File: src/rtl/div_if.sv
// Handshake and result bundle between the core controller and the iterative divider.
// The controller side is the master; the divider is the slave.
interface div_if #(
  parameter int WIDTH = 32
);
  logic             start;
  logic             is_signed;
  logic [WIDTH-1:0] dividend;
  logic [WIDTH-1:0] divisor;
  logic             stall;
  logic             busy;
  logic             done;
  logic [WIDTH-1:0] quotient;
  logic [WIDTH-1:0] remainder;
  logic             div_by_zero;

  modport master (
    output start, is_signed, dividend, divisor,
    input  stall, busy, done, quotient, remainder, div_by_zero
  );

  modport slave (
    input  start, is_signed, dividend, divisor,
    output stall, busy, done, quotient, remainder, div_by_zero
  );
endinterface

File: src/rtl/div_sequencer.sv
// Restoring shift-subtract divider for MIPS div/divu: one quotient bit per cycle,
// sign fix-up in a final cycle, and a stall that freezes the core until the result is ready.
module div_sequencer #(
  parameter int WIDTH = 32
) (
  input  logic clk,
  input  logic reset,
  div_if.slave bus
);
  localparam int CW = $clog2(WIDTH) + 1;

  typedef enum logic [1:0] {IDLE, ITER, FIX, DONE} state_t;

  state_t           state, state_nx;
  logic [CW-1:0]    counter;
  logic [WIDTH-1:0] part_rem, part_quo, dvs;
  logic             neg_q, neg_r;
  logic [WIDTH-1:0] quotient_q, remainder_q;
  logic             dbz_q;

  logic [WIDTH-1:0] abs_dividend, abs_divisor;
  logic [WIDTH:0]   shifted, trial;
  logic             dvs_zero, last_iter;

  assign abs_dividend = (bus.is_signed && bus.dividend[WIDTH-1]) ? -bus.dividend : bus.dividend;
  assign abs_divisor  = (bus.is_signed && bus.divisor[WIDTH-1])  ? -bus.divisor  : bus.divisor;
  assign dvs_zero     = (bus.divisor == '0);
  assign last_iter    = (counter == CW'(WIDTH - 1));

  // One extra bit keeps the trial difference from overflowing; its MSB is the borrow.
  assign shifted = {part_rem, part_quo[WIDTH-1]};
  assign trial   = shifted - {1'b0, dvs};

  // NOTE: sequential state uses non-blocking assignments so every register samples pre-edge values.
  always_ff @(posedge clk) begin
    if (reset) state <= IDLE;
    else       state <= state_nx;
  end

  // NOTE: every output of this block is defaulted first so no path can infer a latch.
  always_comb begin
    state_nx  = state;
    bus.stall = 1'b0;
    bus.busy  = 1'b0;
    bus.done  = 1'b0;
    unique case (state)
      IDLE: begin
        bus.stall = bus.start;
        if (bus.start) state_nx = dvs_zero ? DONE : ITER;
      end
      ITER: begin
        bus.stall = 1'b1;
        bus.busy  = 1'b1;
        if (last_iter) state_nx = FIX;
      end
      FIX: begin
        bus.stall = 1'b1;
        bus.busy  = 1'b1;
        state_nx  = DONE;
      end
      DONE: begin
        bus.done = 1'b1;
        state_nx = IDLE;
      end
      default: state_nx = IDLE;
    endcase
  end

  always_ff @(posedge clk) begin
    if (reset) begin
      counter     <= '0;
      part_rem    <= '0;
      part_quo    <= '0;
      dvs         <= '0;
      neg_q       <= 1'b0;
      neg_r       <= 1'b0;
      quotient_q  <= '0;
      remainder_q <= '0;
      dbz_q       <= 1'b0;
    end else begin
      unique case (state)
        IDLE: begin
          if (bus.start) begin
            neg_q    <= bus.is_signed & (bus.dividend[WIDTH-1] ^ bus.divisor[WIDTH-1]);
            neg_r    <= bus.is_signed & bus.dividend[WIDTH-1];
            dvs      <= abs_divisor;
            part_quo <= abs_dividend;
            part_rem <= '0;
            counter  <= '0;
            if (dvs_zero) begin
              quotient_q  <= '1;
              remainder_q <= bus.dividend;
              dbz_q       <= 1'b1;
            end
          end
        end
        ITER: begin
          part_rem <= trial[WIDTH] ? shifted[WIDTH-1:0] : trial[WIDTH-1:0];
          part_quo <= {part_quo[WIDTH-2:0], ~trial[WIDTH]};
          counter  <= counter + CW'(1);
        end
        FIX: begin
          quotient_q  <= neg_q ? -part_quo : part_quo;
          remainder_q <= neg_r ? -part_rem : part_rem;
          dbz_q       <= 1'b0;
        end
        default: ;
      endcase
    end
  end

  assign bus.quotient    = quotient_q;
  assign bus.remainder   = remainder_q;
  assign bus.div_by_zero = dbz_q;
endmodule
File: src/flat_wrapper.sv
// flat-port wrapper written by rule: the top's interface ports become plain ports
module div_sequencer_flat 
#(
  parameter int WIDTH = 32
)
  (clk, reset, bus_start, bus_is_signed, bus_dividend, bus_divisor, bus_stall, bus_busy, bus_done, bus_quotient, bus_remainder, bus_div_by_zero);
  div_if #(.WIDTH(WIDTH)) bus_i ();
  input  logic clk;
  input  logic reset;
  input wire logic [$bits(bus_i.start)-1:0] bus_start;
  input wire logic [$bits(bus_i.is_signed)-1:0] bus_is_signed;
  input wire logic [$bits(bus_i.dividend)-1:0] bus_dividend;
  input wire logic [$bits(bus_i.divisor)-1:0] bus_divisor;
  output wire logic [$bits(bus_i.stall)-1:0] bus_stall;
  output wire logic [$bits(bus_i.busy)-1:0] bus_busy;
  output wire logic [$bits(bus_i.done)-1:0] bus_done;
  output wire logic [$bits(bus_i.quotient)-1:0] bus_quotient;
  output wire logic [$bits(bus_i.remainder)-1:0] bus_remainder;
  output wire logic [$bits(bus_i.div_by_zero)-1:0] bus_div_by_zero;
  assign bus_i.start = bus_start;
  assign bus_i.is_signed = bus_is_signed;
  assign bus_i.dividend = bus_dividend;
  assign bus_i.divisor = bus_divisor;
  assign bus_stall = bus_i.stall;
  assign bus_busy = bus_i.busy;
  assign bus_done = bus_i.done;
  assign bus_quotient = bus_i.quotient;
  assign bus_remainder = bus_i.remainder;
  assign bus_div_by_zero = bus_i.div_by_zero;
  div_sequencer #(.WIDTH(WIDTH)) u_core (.clk(clk), .reset(reset), .bus(bus_i));
endmodule
File: config.mk
export PLATFORM = sky130hd
export DESIGN_NAME = div_sequencer_flat
export DESIGN_NICKNAME = d
export VERILOG_FILES = /design/src/rtl/div_if.sv /design/src/rtl/div_sequencer.sv /design/src/flat_wrapper.sv
export SDC_FILE = /design/constraint.sdc
export NUM_CORES = 1
export LEC_CHECK = 0
export CORE_ASPECT_RATIO = 0.5
export CORE_MARGIN = 2
export CORE_UTILIZATION = 39
export DETAILED_ROUTE_END_ITERATION = 8
export PLACE_DENSITY = 0.64
export RECOVER_POWER = 100
export SLEW_MARGIN = 15
export SYNTH_ARGS = -nofsm -noshare
export SYNTH_HDL_FRONTEND = slang
export SYNTH_SLANG_ARGS = --single-unit
File: constraint.sdc
create_clock -name clk -period 3.9 [get_ports clk]
set_clock_uncertainty 0.1 [all_clocks]
set_input_delay 0.39 -clock clk [delete_from_list [all_inputs] [get_ports clk]]
set_output_delay 0.39 -clock clk [all_outputs]
set_load 0.01 [all_outputs]
* After elaboration in Yosys (flattened, before gate mapping)
Index checks and enable logic that the tools add are counted.
** Operators by class
- Eq/ne operators :: 7
- Add/sub/neg operators :: 6
- Bitwise operators :: 4
- Reductions and logical operators :: 11
- Mux-type cells :: 27
** Operators with widths (count)
- 32-bit 2-to-1 mux :: 11
- 32-bit one-hot mux with 2 select lines :: 4
- 32-bit negation :: 4
- 33-bit by 32-bit subtractor with 33-bit output :: 1
- 32-bit logical NOT :: 1
- 6-bit one-hot mux with 2 select lines :: 1
- 2-bit one-hot mux with 4 select lines :: 1
- 6-bit by 1-bit adder with 6-bit output, second input constant :: 1
- 6-bit by 5-bit == test with 1-bit output, second input constant :: 1
- 2-bit 2-to-1 mux :: 3
- 6-bit 2-to-1 mux :: 1
- 2-bit AND reduction :: 3
- 2-bit == test, second input constant :: 2
- 1-bit 2-to-1 mux :: 4
- 2-bit by 1-bit inequality test with 1-bit output, second input constant :: 2
- 1-bit one-hot mux with 2 select lines :: 2
- 2-bit nonzero test :: 2
- 3-bit AND reduction :: 1
- 1-bit bitwise AND :: 2
- 2-bit by 1-bit == test with 1-bit output, second input constant :: 1
- 1-bit logical AND :: 2
- 2-bit logical NOT :: 1
- 2-bit inequality test, second input constant :: 1
- 2-bit OR reduction :: 1
- other kinds (2) :: 2
** Storage, ports and cells
- Register bits after elaboration :: 171
- Logic and storage cells :: 65
- Input bits :: 68
- Output and inout bits :: 68

* Logic depth before layout (Yosys ltp)
- Depth in word-level cells :: 4
- Mapped depth :: 13
- Gate-level depth less buffers :: 12

* Worst setup path before layout
Ideal clock, no wire load.
- Kind :: register -> register
- From :: register u_core.part_quo[31]
- To :: register u_core.part_rem[10]
- Data arrival time :: 2.957 ns
- Clock period less this slack :: 3.185 ns
- Setup time :: 0.128 ns
- Data required time :: 3.672 ns
- Buffers on the path :: 1
- Cell stages (with the launch flop) :: 14
- Path slack :: 0.715 ns
- Cell sequence :: dfxtp_1 -> inv_1 -> ha_1 -> fa_1 -> nand2b_1 -> a21oi_1 -> a2111oi_1 -> o21a_1 -> o21bai_1 -> a31oi_1 -> xnor2_2 -> buf_2 -> mux2i_1 -> o21ai_1
** On the way
- Cells in the longest elaborated chain, start to end :: 3
** Ends and longest elaborated chain
- from (decl) :: line div_sequencer.sv:16 : logic [WIDTH-1:0] part_rem, part_quo, dvs;
- from (signal assigned) :: line div_sequencer.sv:87 : part_quo <= abs_dividend;
- from (signal assigned) :: line div_sequencer.sv:99 : part_quo <= {part_quo[WIDTH-2:0], ~trial[WIDTH]};
- 33-bit by 32-bit subtractor with 33-bit output :: line div_sequencer.sv:32 : assign trial = shifted - {1'b0, dvs};
- 32-bit 2-to-1 mux :: line div_sequencer.sv:98 : part_rem <= trial[WIDTH] ? shifted[WIDTH-1:0] : trial[WIDTH-1:0];
- 32-bit one-hot mux with 2 select lines :: line div_sequencer.sv:81 : unique case (state)
- to (signal assigned) :: line div_sequencer.sv:98
- to (decl) :: line div_sequencer.sv:16
Every way passes these cells.
A chain may end at the register's enable or synchronous reset.

* Worst setup path after layout
- From :: register u_core.part_rem[4]
- To :: register u_core.remainder_q[31], in the netlist u_core.bus.remainder[31]
** On the way
- Cells in the longest elaborated chain, start to end :: 3
** Ends and longest elaborated chain
- 32-bit negation :: line div_sequencer.sv:104 : remainder_q <= neg_r ? -part_rem : part_rem;
- 32-bit 2-to-1 mux :: line div_sequencer.sv:104
- 32-bit one-hot mux with 2 select lines :: line div_sequencer.sv:81
- to (signal assigned) :: line div_sequencer.sv:92 : remainder_q <= bus.dividend;
- to (signal assigned) :: line div_sequencer.sv:104
- to (decl) :: line div_sequencer.sv:18 : logic [WIDTH-1:0] quotient_q, remainder_q;
Every way passes these cells.

==> results.md <==
- Status: finished with violations
- Failing checks: capacitance limit, slew limit
- CP Launch Type: flip-flop
- Fin worst setup slack: 0.279 ns
- Die ar.: approximately 29000 sq um
- Hold_sp: reset
- Fillers: 2686
- Share of the synthesized area in the top cell type: 31.5%
- Worst-path cell chain: or4_4, or3_4, or4_4, or3_1, o31ai_1, xor2_1, a211oi_1, a21oi_1, nor2_1
- Final wirelength: roughly 31 mm
- FF-to-FF path depth: 9
- Core region area: approximately 28000 sq um
- Vias: ~10000
- CTS tree: built
- Ant. Diodes: 0
- Worst-Margin Slew: approximately 1.6 ns
- Placed cells: between 1500 and 2000
- Hold Crit Endpoint: u_core.part_quo[20]$_SDFFE_PP0P_
- Post-route minimum period: 3.62 ns
- Final antenna-violating net count: 0
- Most common cell after layout, fill and taps aside: dfxtp_1
- Arr. time, crit path: 3.84 ns
- Overflow after GRT: 0
- Top-level I/O count: 136
- Critical path data required time: 4.12 ns
- Synthesized instance count: about 1400
- Height of the die: around 120 um
- Row cnt: between 40 and 50
- R2r endpoint: u_core.bus.remainder[31]$_SDFFE_PP0P_
- Power Density: ~550 nW/um^2
- Die Width: between 200 and 250 um
- Crit path capture type: flip-flop
- Slew Limit Fails: 44
- Worst-path clk slew: about 0.07 ns
- RSZ-0062 raised after global routing: false
- Clock Power Share: about 25%
- H-tree lvl count: 4
- Max Fclk: roughly 0.28 GHz
- Vias in the first global route: 9699
- Peak supply drop: ~0.31 mV
- Yosys reg bits: roughly 170
- Layout cells sized above 1: about 4.7%
- FF-to-FF setup slack: between 0.2 and 0.3 ns
- Final-stage net count: 1577
- Average size of a mapped cell: ~8 sq um
- Area growth syn-to-layout: 21.2%
- Setup bufs post-CTS: 0
- CTS Hold Bufs: 0
- Maximum clock path buffer count: 2
- Total track usage: between 20% and 30%
- Cell area after synthesis: roughly 11000 sq um
- Post-synthesis sequential area ratio: roughly a third
- Worst-Skew Late Latency: 0.45 ns
- Yosys warns: 0
- Pleak: approximately 5.0 nW
- Initial antenna violation count: 0
- Int Pwr: roughly 4.3 mW
- Final setup fails: 0
- Crit Path Class: flip-flop to flip-flop
- FF-to-FF Start: u_core.part_rem[4]$_SDFFE_PP0P_
- Initial drt markers: approximately 950
- CTS root buffer: clkbuf_16
- Ys flop type: dfxtp_1
- Slowest cell on the critical path: or4_4
- Sw frac: between 30% and 40%
- CP top delay family: simple AND/OR/NAND/NOR gates
- Slew Limit Headroom: -6.10%
- Synth top area cells: dfxtp_1, xor2_1, nor2_1
- Comb power frac: between 40% and 50%
- TritonCTS buffer count: 17
- Placer Congestion: between 0.9 and 1
- Sw power: between 2 and 3 mW
- Post-cts resize count: 0
- First-pass GRT wire length: approximately 51 mm
- Register share of total power: about a third
- Wire per inst: approximately 17 um
- Hold Path Class: input pin to flip-flop
- Vias/cell: about 5.6
- Max-cap violations: 1
- Initial core utilization: between 30% and 40%
- Pin count of the biggest net entering global routing: 66
- Final hold vios: 0
- Setup_tns: 0 ns
- Crit path max fanout: 8
- Delay of the slowest cell on the worst path: just under 0.6 ns
- Hold path depth: 2
- Asr flop ratio synth: 0%
- Final Cycle Share: 92.8%
- Power, Total: 7.19 mW
- Post-synthesis cell type count: between 50 and 60
- Post-Layout Cell Count: between 1500 and 2000
- # DRC: 0
- Buffers on Ports: roughly 140
- Most frequent cells in the layout: dfxtp_1, nor2_1, nand2_1, xor2_1, a21oi_1
- Synthesized Nets: between 1000 and 1500
- First drt pass iteration count: 9
- CTS Sinks: roughly 170
- Most used cell, CP: or4_4
- Buf/Inv on CP: 0
- Detail Placement HPWL: approximately 24 mm
- Largest area contributor in the netlist: dfxtp_1
- DP Worst Slack: approximately 0.28 ns
- Post-synth EDFFs: 0
-- power groups by stage --
stage | combinational [mW] | clock (mW) | sequential, mW
final | 3.06 | 1.81 | 2.33
after global routing | 3.41 | 1.91 | 2.38
after CTS | 3.13 | 1.84 | 2.33
after detailed placement | 3.12 | 0 | 2.37
after global placement | 3.08 | 0 | 2.36
after floorplan | 2.10 | 0 | 2.35
-- how the worst max path moves through the flow --
stage,start,slack [ns],to,depth (start not counted)
after global routing,u_core.part_quo[31]$_SDFFE_PP0P_,0.07,u_core.part_rem[9]$_SDFFE_PP0P_,15
after global placement,bus_divisor[20],0.33,u_core.bus.remainder[24]$_SDFFE_PP0P_,10
final,u_core.part_rem[4]$_SDFFE_PP0P_,0.28,u_core.bus.remainder[31]$_SDFFE_PP0P_,9
after CTS,u_core.part_quo[31]$_SDFFE_PP0P_,0.35,u_core.part_rem[15]$_SDFFE_PP0P_,15
after floorplan,u_core.part_quo[31]$_SDFFE_PP0P_,0.72,u_core.part_rem[10]$_SDFFE_PP0P_,13
after detailed placement,bus_divisor[18],0.28,u_core.bus.remainder[23]$_SDFFE_PP0P_,10
-- layout make-up --
type	instances	area, sq um	share of cell area, %
Clock buffer	19	433	3.28
Timing Repair Buffer	160	1560	11.8
Inverter	55	206	1.57
Tap cell	382	478	3.62
Multi-Input combinational cell	1062	6910	52.4
Clock inverter	13	183	1.38
Sequential cell	171	3420	26.0
-- kinds of logic after synthesis --
kind of cell,count (synthesis),synth area share (%)
AND/OR/NAND/NOR,436,18.2
AO/OA/AOI/OAI,405,25.4
flip-flops,171,31.5
buffers and inverters,148,5.20
XOR/XNOR,147,11.9
adder cells (fa/ha/maj),42,4.90
multiplexers,32,2.94
-- routing by layer --
layer  global-route usage, %  vias to the layer above  part of all wire (%)
met2                    36.0                      267                    46
li1                        -                     5189                     -
met1                    28.9                     4881                    47
met3                    3.67                       41                   4.9
met4                    6.29                        0                   2.0
met5                       0                        -                     0
-- flip-flops by register name, summed over array words and instances, names as in the netlist --
register,count
u_core.neg_r,1
u_core.bus.div_by_zero,1
u_core.state,2
u_core.part_quo,32
u_core.bus.remainder,32
u_core.bus.quotient,32
u_core.neg_q,1
u_core.dvs,32
u_core.part_rem,32
u_core.counter,6
-- Yosys cell counts (all sizes together), types with 3 or more instances --
cell type and instances:
a211oi 36, a21o 17, a21oi 91, a221oi 3, a222oi 31, a311oi 37
a31oi 10, and2 8, and3 6, buf 8, clkbuf 85, dfxtp 171
ha 41, inv 55, mux2i 32, nand2 147, nand2b 9, nand3 18
nand3b 3, nand4 10, nor2 155, nor2b 7, nor3 15, nor4 11
o211ai 29, o21a 6, o21ai 84, o21bai 5, o31ai 32, o41ai 7
or2 4, or3 24, or4 17, xnor2 51, xor2 96
-- stage by stage --
step	area, sq um	hold WS, ns	utilization [%]
2_1_floorplan	10900	0.332	-
3_3_place_gp	12600	0.339	45.8
4_1_cts	13200	0.314	48.0
3_5_place_dp	12600	0.347	45.8
5_1_grt	13200	0.343	47.9
6_report	13200	0.326	47.9
(Power assumes the default switching activity.)
